File: src/rtl/axi_apb_pkg.sv
// Shared types and constants for the AXI4-Lite to APB4 bridge.
// Contents: FSM state enum and the one-bit AXI response encodings.
package axi_apb_pkg;

   typedef enum logic [2:0] {
      S_IDLE,
      S_SETUP,
      S_ACCESS,
      S_WRESP,
      S_RRESP
   } state_e;

   localparam logic RESP_OKAY   = 1'b0;
   localparam logic RESP_SLVERR = 1'b1;

endpackage

File: src/rtl/apb_timeout_cnt.sv
// ACCESS-phase watchdog for the AXI-to-APB bridge.
// The module only exists when AXI_APB_TIMEOUT_EN is defined; without the
// macro the bridge waits indefinitely for PREADY and nothing here is built.
// Ports:
//   clk, rst_n  - clock, asynchronous active-low reset
//   clear_i     - SETUP cycle, restarts the count
//   count_i     - ACCESS cycle with PREADY low
//   expired_o   - this stalled cycle brings the count to TIMEOUT
`ifdef AXI_APB_TIMEOUT_EN
module apb_timeout_cnt #(
   parameter int unsigned TIMEOUT = 16
) (
   input  logic clk,
   input  logic rst_n,
   input  logic clear_i,
   input  logic count_i,
   output logic expired_o
);
   localparam int unsigned CW = $clog2(TIMEOUT + 1);

   logic [CW-1:0] cnt_q, cnt_d;

   always_comb begin
      cnt_d = cnt_q;
      if (clear_i) begin
         cnt_d = '0;
      end else if (count_i) begin
         cnt_d = cnt_q + CW'(1);
      end
   end

   // Fires on the stalled cycle whose increment reaches TIMEOUT, so the
   // transfer ends on that edge after exactly TIMEOUT ACCESS cycles.
   assign expired_o = count_i && (cnt_q == CW'(TIMEOUT - 1));

   always_ff @(posedge clk or negedge rst_n) begin
      if (!rst_n) begin
         cnt_q <= '0;
      end else begin
         cnt_q <= cnt_d;
      end
   end

endmodule
`endif

File: src/rtl/axi_apb_bridge.sv
// AXI4-Lite slave to APB4 master bridge. Each single-beat AXI write or read
// becomes exactly one APB SETUP/ACCESS transfer; PSLVERR is returned as the
// AXI response. One transaction is outstanding at a time, writes win.
// Optional ACCESS watchdog: define AXI_APB_TIMEOUT_EN.
// Ports:
//   ACLK, ARESET            - clock, asynchronous active-low reset
//   AW*/W*/B*               - AXI write address, data, response
//   AR*/R*                  - AXI read address, data
//   PADDR..PSTRB            - APB request (registered)
//   PRDATA, PREADY, PSLVERR - APB completion
//
// state    | meaning
// S_IDLE   | collect AW/W into hold regs, or accept AR
// S_SETUP  | PSEL=1, PENABLE=0, one cycle
// S_ACCESS | PSEL=1, PENABLE=1 until PREADY (or watchdog)
// S_WRESP  | BVALID until BREADY
// S_RRESP  | RVALID until RREADY
module axi_apb_bridge
   import axi_apb_pkg::*;
#(
   parameter int unsigned ADDR_W  = 32,
   parameter int unsigned DATA_W  = 32,
   parameter int unsigned TIMEOUT = 16
) (
   input  logic                ACLK,
   input  logic                ARESET,
   input  logic [ADDR_W-1:0]   AWADDR,
   input  logic                AWVALID,
   output logic                AWREADY,
   input  logic [DATA_W-1:0]   WDATA,
   input  logic [DATA_W/8-1:0] WSTRB,
   input  logic                WVALID,
   output logic                WREADY,
   output logic                BRESP,
   output logic                BVALID,
   input  logic                BREADY,
   input  logic [ADDR_W-1:0]   ARADDR,
   input  logic                ARVALID,
   output logic                ARREADY,
   output logic [DATA_W-1:0]   RDATA,
   output logic                RRESP,
   output logic                RVALID,
   input  logic                RREADY,
   output logic [ADDR_W-1:0]   PADDR,
   output logic                PSEL,
   output logic                PENABLE,
   output logic                PWRITE,
   output logic [DATA_W-1:0]   PWDATA,
   output logic [DATA_W/8-1:0] PSTRB,
   input  logic [DATA_W-1:0]   PRDATA,
   input  logic                PREADY,
   input  logic                PSLVERR
);
   localparam int unsigned STRB_W = DATA_W / 8;

   state_e              state_q, state_d;
   logic                rst_done_q;
   logic                aw_hold_q, aw_hold_d, w_hold_q, w_hold_d;
   logic [ADDR_W-1:0]   aw_addr_q, aw_addr_d;
   logic [DATA_W-1:0]   w_data_q, w_data_d;
   logic [STRB_W-1:0]   w_strb_q, w_strb_d;
   logic [ADDR_W-1:0]   paddr_q, paddr_d;
   logic                psel_q, psel_d, penable_q, penable_d, pwrite_q, pwrite_d;
   logic [DATA_W-1:0]   pwdata_q, pwdata_d;
   logic [STRB_W-1:0]   pstrb_q, pstrb_d;
   logic                bvalid_q, bvalid_d, bresp_q, bresp_d;
   logic                rvalid_q, rvalid_d, rresp_q, rresp_d;
   logic [DATA_W-1:0]   rdata_q, rdata_d;
   logic                idle, aw_hs, w_hs, ar_hs, tmo_expired;

   assign idle    = rst_done_q && (state_q == S_IDLE);
   assign AWREADY = idle && !aw_hold_q;
   assign WREADY  = idle && !w_hold_q;
   assign ARREADY = idle && !aw_hold_q && !w_hold_q && !AWVALID && !WVALID;
   assign aw_hs   = AWVALID && AWREADY;
   assign w_hs    = WVALID && WREADY;
   assign ar_hs   = ARVALID && ARREADY;

`ifdef AXI_APB_TIMEOUT_EN
   apb_timeout_cnt #(.TIMEOUT(TIMEOUT)) u_tmo (
      .clk       (ACLK),
      .rst_n     (ARESET),
      .clear_i   (state_q == S_SETUP),
      .count_i   ((state_q == S_ACCESS) && !PREADY),
      .expired_o (tmo_expired)
   );
`else
   // No watchdog: TIMEOUT has no effect, it is only referenced so both
   // builds share one parameter list.
   assign tmo_expired = 1'b0 & (TIMEOUT == 0);
`endif

   always_comb begin
      state_d   = state_q;
      aw_hold_d = aw_hold_q;
      w_hold_d  = w_hold_q;
      aw_addr_d = aw_addr_q;
      w_data_d  = w_data_q;
      w_strb_d  = w_strb_q;
      paddr_d   = paddr_q;
      psel_d    = psel_q;
      penable_d = penable_q;
      pwrite_d  = pwrite_q;
      pwdata_d  = pwdata_q;
      pstrb_d   = pstrb_q;
      bvalid_d  = bvalid_q;
      bresp_d   = bresp_q;
      rvalid_d  = rvalid_q;
      rresp_d   = rresp_q;
      rdata_d   = rdata_q;
      case (state_q)
         S_IDLE: begin
            if (aw_hs) begin
               aw_hold_d = 1'b1;
               aw_addr_d = AWADDR;
            end
            if (w_hs) begin
               w_hold_d = 1'b1;
               w_data_d = WDATA;
               w_strb_d = WSTRB;
            end
            // Launch on the edge completing the pair, so PSEL follows the
            // last handshake directly rather than a cycle later.
            if ((aw_hold_q || aw_hs) && (w_hold_q || w_hs)) begin
               state_d  = S_SETUP;
               psel_d   = 1'b1;
               pwrite_d = 1'b1;
               paddr_d  = aw_hold_q ? aw_addr_q : AWADDR;
               pwdata_d = w_hold_q ? w_data_q : WDATA;
               pstrb_d  = w_hold_q ? w_strb_q : WSTRB;
            end else if (ar_hs) begin
               state_d  = S_SETUP;
               psel_d   = 1'b1;
               pwrite_d = 1'b0;
               paddr_d  = ARADDR;
               pwdata_d = '0;
               pstrb_d  = '0;
            end
         end
         S_SETUP: begin
            penable_d = 1'b1;
            state_d   = S_ACCESS;
         end
         S_ACCESS: begin
            if (PREADY || tmo_expired) begin
               psel_d    = 1'b0;
               penable_d = 1'b0;
               if (pwrite_q) begin
                  bresp_d  = PREADY ? PSLVERR : RESP_SLVERR;
                  bvalid_d = 1'b1;
                  state_d  = S_WRESP;
               end else begin
                  rdata_d  = PREADY ? PRDATA : '0;
                  rresp_d  = PREADY ? PSLVERR : RESP_SLVERR;
                  rvalid_d = 1'b1;
                  state_d  = S_RRESP;
               end
            end
         end
         S_WRESP: begin
            if (BREADY) begin
               bvalid_d  = 1'b0;
               aw_hold_d = 1'b0;
               w_hold_d  = 1'b0;
               state_d   = S_IDLE;
            end
         end
         S_RRESP: begin
            if (RREADY) begin
               rvalid_d = 1'b0;
               state_d  = S_IDLE;
            end
         end
         default: state_d = S_IDLE;
      endcase
   end

   always_ff @(posedge ACLK or negedge ARESET) begin
      if (!ARESET) begin
         state_q    <= S_IDLE;
         rst_done_q <= 1'b0;
         aw_hold_q  <= 1'b0;
         w_hold_q   <= 1'b0;
         aw_addr_q  <= '0;
         w_data_q   <= '0;
         w_strb_q   <= '0;
         paddr_q    <= '0;
         psel_q     <= 1'b0;
         penable_q  <= 1'b0;
         pwrite_q   <= 1'b0;
         pwdata_q   <= '0;
         pstrb_q    <= '0;
         bvalid_q   <= 1'b0;
         bresp_q    <= RESP_OKAY;
         rvalid_q   <= 1'b0;
         rresp_q    <= RESP_OKAY;
         rdata_q    <= '0;
      end else begin
         state_q    <= state_d;
         rst_done_q <= 1'b1;
         aw_hold_q  <= aw_hold_d;
         w_hold_q   <= w_hold_d;
         aw_addr_q  <= aw_addr_d;
         w_data_q   <= w_data_d;
         w_strb_q   <= w_strb_d;
         paddr_q    <= paddr_d;
         psel_q     <= psel_d;
         penable_q  <= penable_d;
         pwrite_q   <= pwrite_d;
         pwdata_q   <= pwdata_d;
         pstrb_q    <= pstrb_d;
         bvalid_q   <= bvalid_d;
         bresp_q    <= bresp_d;
         rvalid_q   <= rvalid_d;
         rresp_q    <= rresp_d;
         rdata_q    <= rdata_d;
      end
   end

   assign PADDR   = paddr_q;
   assign PSEL    = psel_q;
   assign PENABLE = penable_q;
   assign PWRITE  = pwrite_q;
   assign PWDATA  = pwdata_q;
   assign PSTRB   = pstrb_q;
   assign BVALID  = bvalid_q;
   assign BRESP   = bresp_q;
   assign RVALID  = rvalid_q;
   assign RRESP   = rresp_q;
   assign RDATA   = rdata_q;

endmodule

File: config.mk
export PLATFORM = sky130hd
export DESIGN_NAME = axi_apb_bridge
export DESIGN_NICKNAME = d
export VERILOG_FILES = /design/src/rtl/axi_apb_pkg.sv /design/src/rtl/apb_timeout_cnt.sv /design/src/rtl/axi_apb_bridge.sv
export SDC_FILE = /design/constraint.sdc
export NUM_CORES = 1
export LEC_CHECK = 0
export CAP_MARGIN = 30
export CORE_ASPECT_RATIO = 1.25
export CORE_MARGIN = 4
export CORE_UTILIZATION = 38
export DETAILED_ROUTE_END_ITERATION = 7
export DONT_BUFFER_PORTS = 1
export PLACE_DENSITY_LB_ADDON = 0.15
export SLEW_MARGIN = 20
export SYNTH_ARGS = -nofsm -noshare
export SYNTH_HDL_FRONTEND = slang
export SYNTH_HIERARCHICAL = 1
export SYNTH_SLANG_ARGS = --single-unit
File: constraint.sdc
create_clock -name ACLK -period 2.2 [get_ports ACLK]
set_input_delay 0.22 -clock ACLK [delete_from_list [all_inputs] [get_ports ACLK]]
set_output_delay 0.22 -clock ACLK [all_outputs]
set_load 0.005 [all_outputs]
# After elaboration in Yosys (flattened, before gate mapping)
# Cells that the tools add are included.
dict set report word_totals {
  reg_bits 181
  input_bits 141
  out_inout_bits 110
  wordCells 101
}
dict set report op_classes {
  eq_ne 12
  mux 35
  bitwise_logic 1
  reduce_logical 35
}
# cell n
set ops {}
lappend ops {{two-way mux 32 bit} 6}
lappend ops {{two-way mux 3 bit} 6}
lappend ops {{case mux 3 bit (5 select lines)} 1}
lappend ops {{AND reduction 3 bit} 5}
lappend ops {{inequality test 2 bit (second input constant)} 7}
lappend ops {{two-way mux 1 bit} 13}
lappend ops {{two-way mux 4 bit} 3}
lappend ops {{case mux 1 bit (2 select lines)} 6}
lappend ops {{AND reduction 4 bit} 3}
lappend ops {{nonzero test 2 bit} 6}
lappend ops {{logical AND 1 bit} 10}
lappend ops {{AND reduction 2 bit} 4}
lappend ops {{== test 3 x 2 -> 1 bit (second input constant)} 2}
lappend ops {{logical NOT 1 bit} 4}
lappend ops {{== test 3 x 1 -> 1 bit (second input constant)} 1}
lappend ops {{== test 3 bit (second input constant)} 1}
lappend ops {{logical NOT 3 bit} 1}
lappend ops {{inequality test 3 x 2 -> 1 bit (second input constant)} 1}
lappend ops {{logical OR 1 bit} 2}
lappend ops {{NOT 1 bit} 1}

# Depth between registers and ports, before layout
dict set report logic_depth {
  word_depth 10
  ltp_mapped 7
  depth_no_buf 4
}

# Worst setup path after synthesis
# No wires, ideal clock.
dict set report synth_timing {
  path_type {register -> register}
  from {register state_q[0]}
  to {register rdata_q[10] (netlist: RDATA[10])}
  setup_ns 0.125
  t_arrival_ns 1.801
  t_required_ns 2.075
  path_slack_ns 0.275
  path_stages_with_launch 7
  path_buffers 2
  period_less_slack_ns 1.925
  cell_sequence {dfrtp_1 > clkbuf_1 > nor2_1 > nand3_1 > nor2_1 > buf_2 > mux2_2}
}
dict set report synth_between {
  elab_chain_cells 2
}
# element line_no
set synth_lines {}
lappend synth_lines {{start, declared} axi_apb_bridge.sv:56} ;# state_e state_q, state_d;
lappend synth_lines {{start signal, assigned} axi_apb_bridge.sv:199} ;# state_q <= state_d;
lappend synth_lines {{== test 3 x 2 -> 1 bit} axi_apb_bridge.sv:111} ;# case (state_q)
lappend synth_lines {{AND reduction 3 bit (no line)} --}
lappend synth_lines {{end signal, assigned} axi_apb_bridge.sv:216} ;# rdata_q <= rdata_d;
lappend synth_lines {{end, declared} axi_apb_bridge.sv:68} ;# logic [DATA_W-1:0] rdata_q, rdata_d;
# Every way passes these cells.
# A chain may end at the register's enable or synchronous reset.

# Worst setup path in the final report
dict set report layout_timing {
  from {register state_q[1]}
  to {register paddr_q[15] (netlist: PADDR[15])}
}
dict set report layout_between {
  elab_chain_cells 9
  elab_cells_between_ends 16
  cone_classes {mux: 1; reduce/logical: 15}
}
# element line_no
set layout_lines {}
lappend layout_lines {{logical NOT 3 bit (*)} {axi_apb_bridge.sv:71, axi_apb_bridge.sv:111}}
lappend layout_lines {{logical AND 1 bit} axi_apb_bridge.sv:71} ;# assign idle = rst_done_q && (state_q == S_IDLE);
lappend layout_lines {{logical AND 1 bit} {axi_apb_bridge.sv:72, axi_apb_bridge.sv:74}}
lappend layout_lines {{logical AND 1 bit (3 in a row)} axi_apb_bridge.sv:74} ;# assign ARREADY = idle && !aw_hold_q && !w_hold_q && !AWVALID && !WVALID;
lappend layout_lines {{logical AND 1 bit} axi_apb_bridge.sv:77} ;# assign ar_hs = ARVALID && ARREADY;
lappend layout_lines {{nonzero test 2 bit (no line)} --}
lappend layout_lines {{AND reduction 2 bit (no line)} --}
lappend layout_lines {{end signal, assigned} axi_apb_bridge.sv:206} ;# paddr_q <= paddr_d;
lappend layout_lines {{end, declared} axi_apb_bridge.sv:62} ;# logic [ADDR_W-1:0] paddr_q, paddr_d;
# Every way passes the cells marked *; elsewhere a longest branch is shown, timed or not.

==> results.md <==
Floorplan:
- The floorplan step defined a die boundary enclosing 24900 µm².
- The total area inside the core boundary comes to 22200 µm².
- The count of pins on the block boundary is 251.
- The site row count is 61.
- The effective utilization at floorplan is 38.4%.
- The die is 142 µm wide.
- The die outline height is 176 µm.

Worst setup path:
- Of all nets on the critical path, the largest fanout is 26.
- The startpoint identified for the worst register-to-register timing path is state_q[1]$_DFFE_PN0P_.
- The critical path's slowest cell is nor4b_4.
- The worst setup path is captured at a register.
- The critical path starts at state_q[1]$_DFFE_PN0P_.
- The worst setup path is launched from a register.
- Traced cell by cell, the critical path runs through nor4b_4, and3_1, buf_4, a22o_1, a311o_1.
- Data on the critical path arrives at its endpoint at 2.41 ns.
- The data required time of the worst path is 2.56 ns.
- The largest single stage delay on the critical path is 0.54 ns.
- The classification of the worst setup path is reg -> reg.

Synth:
- Counting flops and latches in the post-synthesis netlist gives 181.
- Synthesis produced 635 cells.
- The biggest area contributor in the post-synthesis netlist is dfrtp_1.
- The area share of the largest cell type after synthesis is 53.1%.
- During synthesis, Yosys emitted a total of 6 warnings.
- After synthesis, the cell types taking the most area are dfrtp_1 (53%), mux2_2 (14%), a22o_1 (6.6%), mux2_4 (5.3%), mux2i_1 (3.4%).
- The cell area after synthesis is 8530 µm².
- The distinct cell type count of the synthesized netlist is 39.
- The post-synthesis async set-or-reset flop share is 100%.
- The dominant synthesized flop cell is dfrtp_1.
- Synthesis produced a netlist with a net count of 776.
- The number of enable flip-flop cells after synthesis is 0.
- The share of the Yosys chip area taken by registers is 53.1%.
- A synthesized cell averages 13.4 µm².

Status:
- The checks that failed: hold timing.
- The flow ran to the end, but the final reports show violations.

Placed design:
- The number of placed instances with taps included is 891.
- The routability congestion estimate from global placement is 0.776.
- The count of port buffers added during placement is 0.
- Once detailed placement completed, the half-perimeter wirelength came to 14.4 mm.

Global routing:
- Summed over all layers, the global routing overflow is 0.
- The via count of the first global-routing pass is 6574.
- The overall global routing resource usage is 18.5%.
- The first global-routing pass estimated 36.4 mm of wire.
- The pin count of the biggest net entering global routing is 182.
- The number of antenna violations at the first check in global routing is 0.

Drt:
- After the first detailed-routing iteration, the DRC count stood at 247.
- The final routed wire length divided by cell count is 22.9 µm.
- Wires add up to 23.6 mm.
- The routed design uses 1.39 mm of met3 wire.
- The uppermost metal layer occupied by signal nets is met4.
- For this block, wires on met1 add up to 9.43 mm.
- The count of TritonRoute iterations in the first routing pass is 5.
- The detailed route wirelength on metal2 is 12.3 mm.
- Once detail routing completed, the nets flagged for antenna violations numbered 0.
- The total DRC errors in the routed layout is 0.
- Using the TritonRoute via totals, the vias-per-cell ratio works out to 5.68.
- Detailed routing inserted a total of 5865 vias.

Clock tree:
- The number of buffers on the longest clock path is 2.
- The source-to-sink clock delay at the later pin of the worst-skew pair is 0.43 ns.
- The clock transition time at the flip-flop clock pins of the worst setup and hold paths is 0.08 ns.
- The number of buffers inserted during clock tree synthesis is 17.
- After clock tree synthesis, the repair step resized 0 gates.
- The clock tree from TritonCTS is done.
- The maximum level of the CTS H-tree is 4.
- The root buffer cell chosen for the clock tree is clkbuf_16.
- The count of hold buffers inserted by post-cts repair is 104.
- The number of clock sinks seen by CTS is 181.

STA:
- The final total negative setup slack is 0 ns.
- The number of hold-slack violations in the final timing report was 181.
- The maximum clock frequency is 488 MHz.
- Setup repair after global routing left no endpoint under its margin.
- The final critical path time including I/O delays and setup is 2.05 ns.
- The ratio of final minimum period to clock period is 93.2%.
- Between clock sinks in the finished design, the worst skew comes to 0.0108 ns.
- The number of pins with negative max-slew slack in the final report was 0.
- The pin slew with the least headroom to its limit is 0.516 ns.
- Setup violations remaining at the end of the flow were counted as 0.
- The max-slew headroom at the worst pin is 65.5%.
- The final hold slack is -0.516 ns.

Cells and area:
- The net count of the finished layout is 877.
- The ratio of cells with drive above 1 in the final layout is 28.7%.
- The repair_antennas step left the layout with diodes totalling 0.
- The post-route non-filler standard cell count is 1032.
- The post-synthesis to final-layout area growth is 25.0%.

Worst hold path:
- The tightest min-delay check is of the in -> async type.

Pwr:
- The worst ir drop on vdd is 0.773 mV.
- In this run the static leakage power is 4.60 nW.
- The power density of the placed cells is 1450 nW/µm².

Run:
- The number of maximum-capacitance violations is 0.
metrics by stage:
step           hold WS, ns  setup WS [ns]  cell area (µm²)  power [mW]  util, %
2_1_floorplan      -0.0756          0.275             8530        10.5        -
5_1_grt             -0.547         0.0262            10700        16.4     48.0
6_report            -0.516          0.149            10700        15.4     48.0
3_5_place_dp       -0.0678          0.101             8950        12.2     40.3
4_1_cts             -0.537         0.0884            10600        15.5     47.7
3_3_place_gp       -0.0678          0.141             8910        11.8     40.1
registers in the layout (all words and copies together), names as in the netlist, 3 cells and up:
name and flops:
PWDATA 32, aw_addr_q 32, RDATA 32, PSTRB 4, w_strb_q 4, PADDR 32
state_q 3, w_data_q 32
critical path: cells and delay by family (launching register included):
family          cells  cell delay (ns)
flops               1             0.42
buf+inv             1             0.37
compound gates      2             0.31
simple gates        2             0.89
worst paths after layout:
kind	slack, ns	depth (start not counted)	to
worst max-delay path	0.15	5	PADDR[15]$_DFFE_PN0P_
worst min-delay path	-0.52	0	PADDR[26]$_DFFE_PN0P_
max in group asynchronous	2.40	0	aw_addr_q[18]$_DFFE_PN0P_
min in group ACLK	0.02	2	PADDR[12]$_DFFE_PN0P_
worst min register to register	0.49	1	w_data_q[8]$_DFFE_PN0P_
worst max register to register	0.15	5	PADDR[15]$_DFFE_PN0P_
final cells by class:
| class | instances | area, µm² |
|---|---|---|
| Sequential cell | 181 | 4530 |
| Inverter | 1 | 3.75 |
| Multi-Input combinational cell | 400 | 3770 |
| Timing Repair Buffer | 135 | 1420 |
| Tap cell | 283 | 354 |
| Clock inverter | 15 | 165 |
| Clock buffer | 17 | 425 |
| Fill cell | 1986 | 11500 |
logic make-up after synthesis:
logic type / Yosys count / synth area share [%]
AOI/OAI and AO/OA: 154 / 15.0
buffers and inverters: 54 / 3.12
DFF: 181 / 53.1
muxes: 171 / 23.5
other: 1 / 0.0440
and+or+nand+nor: 74 / 5.25
metal layers:
layer | vias to the layer above | track usage, %
met5 | - | 0
met4 | 0 | 5.88
met3 | 26 | 4.96
met2 | 169 | 32.8
met1 | 3025 | 21.6
li1 | 2645 | -
placed cells by master, fill, tap and decap left out, drive strengths merged, types with 5 or more instances in the layout:
master and n:
dfrtp 181, clkinv 8, mux2i 29, nand3 7, inv 7, nand4 5
a21oi 7, a22o 64, nor4 29, buf 30, a21o 38, mux2 142
nor2 5, clkbuf 18, a311o 28, nand2 17, dlygate4sd3 104
power by group:
part           switching, mW  internal [mW]
Combinational           2.81           3.65
Clock                   1.50           1.52
Sequential              1.18           4.78
Total                   5.48           9.96
Yosys cell counts (2+ instances only):
| cell | count |
|---|---|
| o22ai_1 | 2 |
| nand3_1 | 7 |
| a22o_1 | 64 |
| nor4_1 | 29 |
| nand4_1 | 5 |
| buf_2 | 15 |
| nor2_1 | 5 |
| nand2_2 | 3 |
| a21oi_1 | 7 |
| clkbuf_1 | 26 |
| buf_4 | 4 |
| o21ai_0 | 3 |
| a2bb2oi_1 | 4 |
| mux2i_1 | 29 |
| a31oi_1 | 3 |
| buf_1 | 4 |
| a311o_1 | 28 |
| mux2_4 | 30 |
| buf_6 | 4 |
| a21o_1 | 38 |
| o211ai_1 | 4 |
| nand2_1 | 14 |
| dfrtp_1 | 181 |
| mux2_1 | 3 |
| mux2_2 | 109 |
repair_timing:
item,CTS,global route
buffers inserted,0,2
hold endpoints to repair,291,181
setup endpoints to repair,0,1
(Power assumes the default switching activity.)
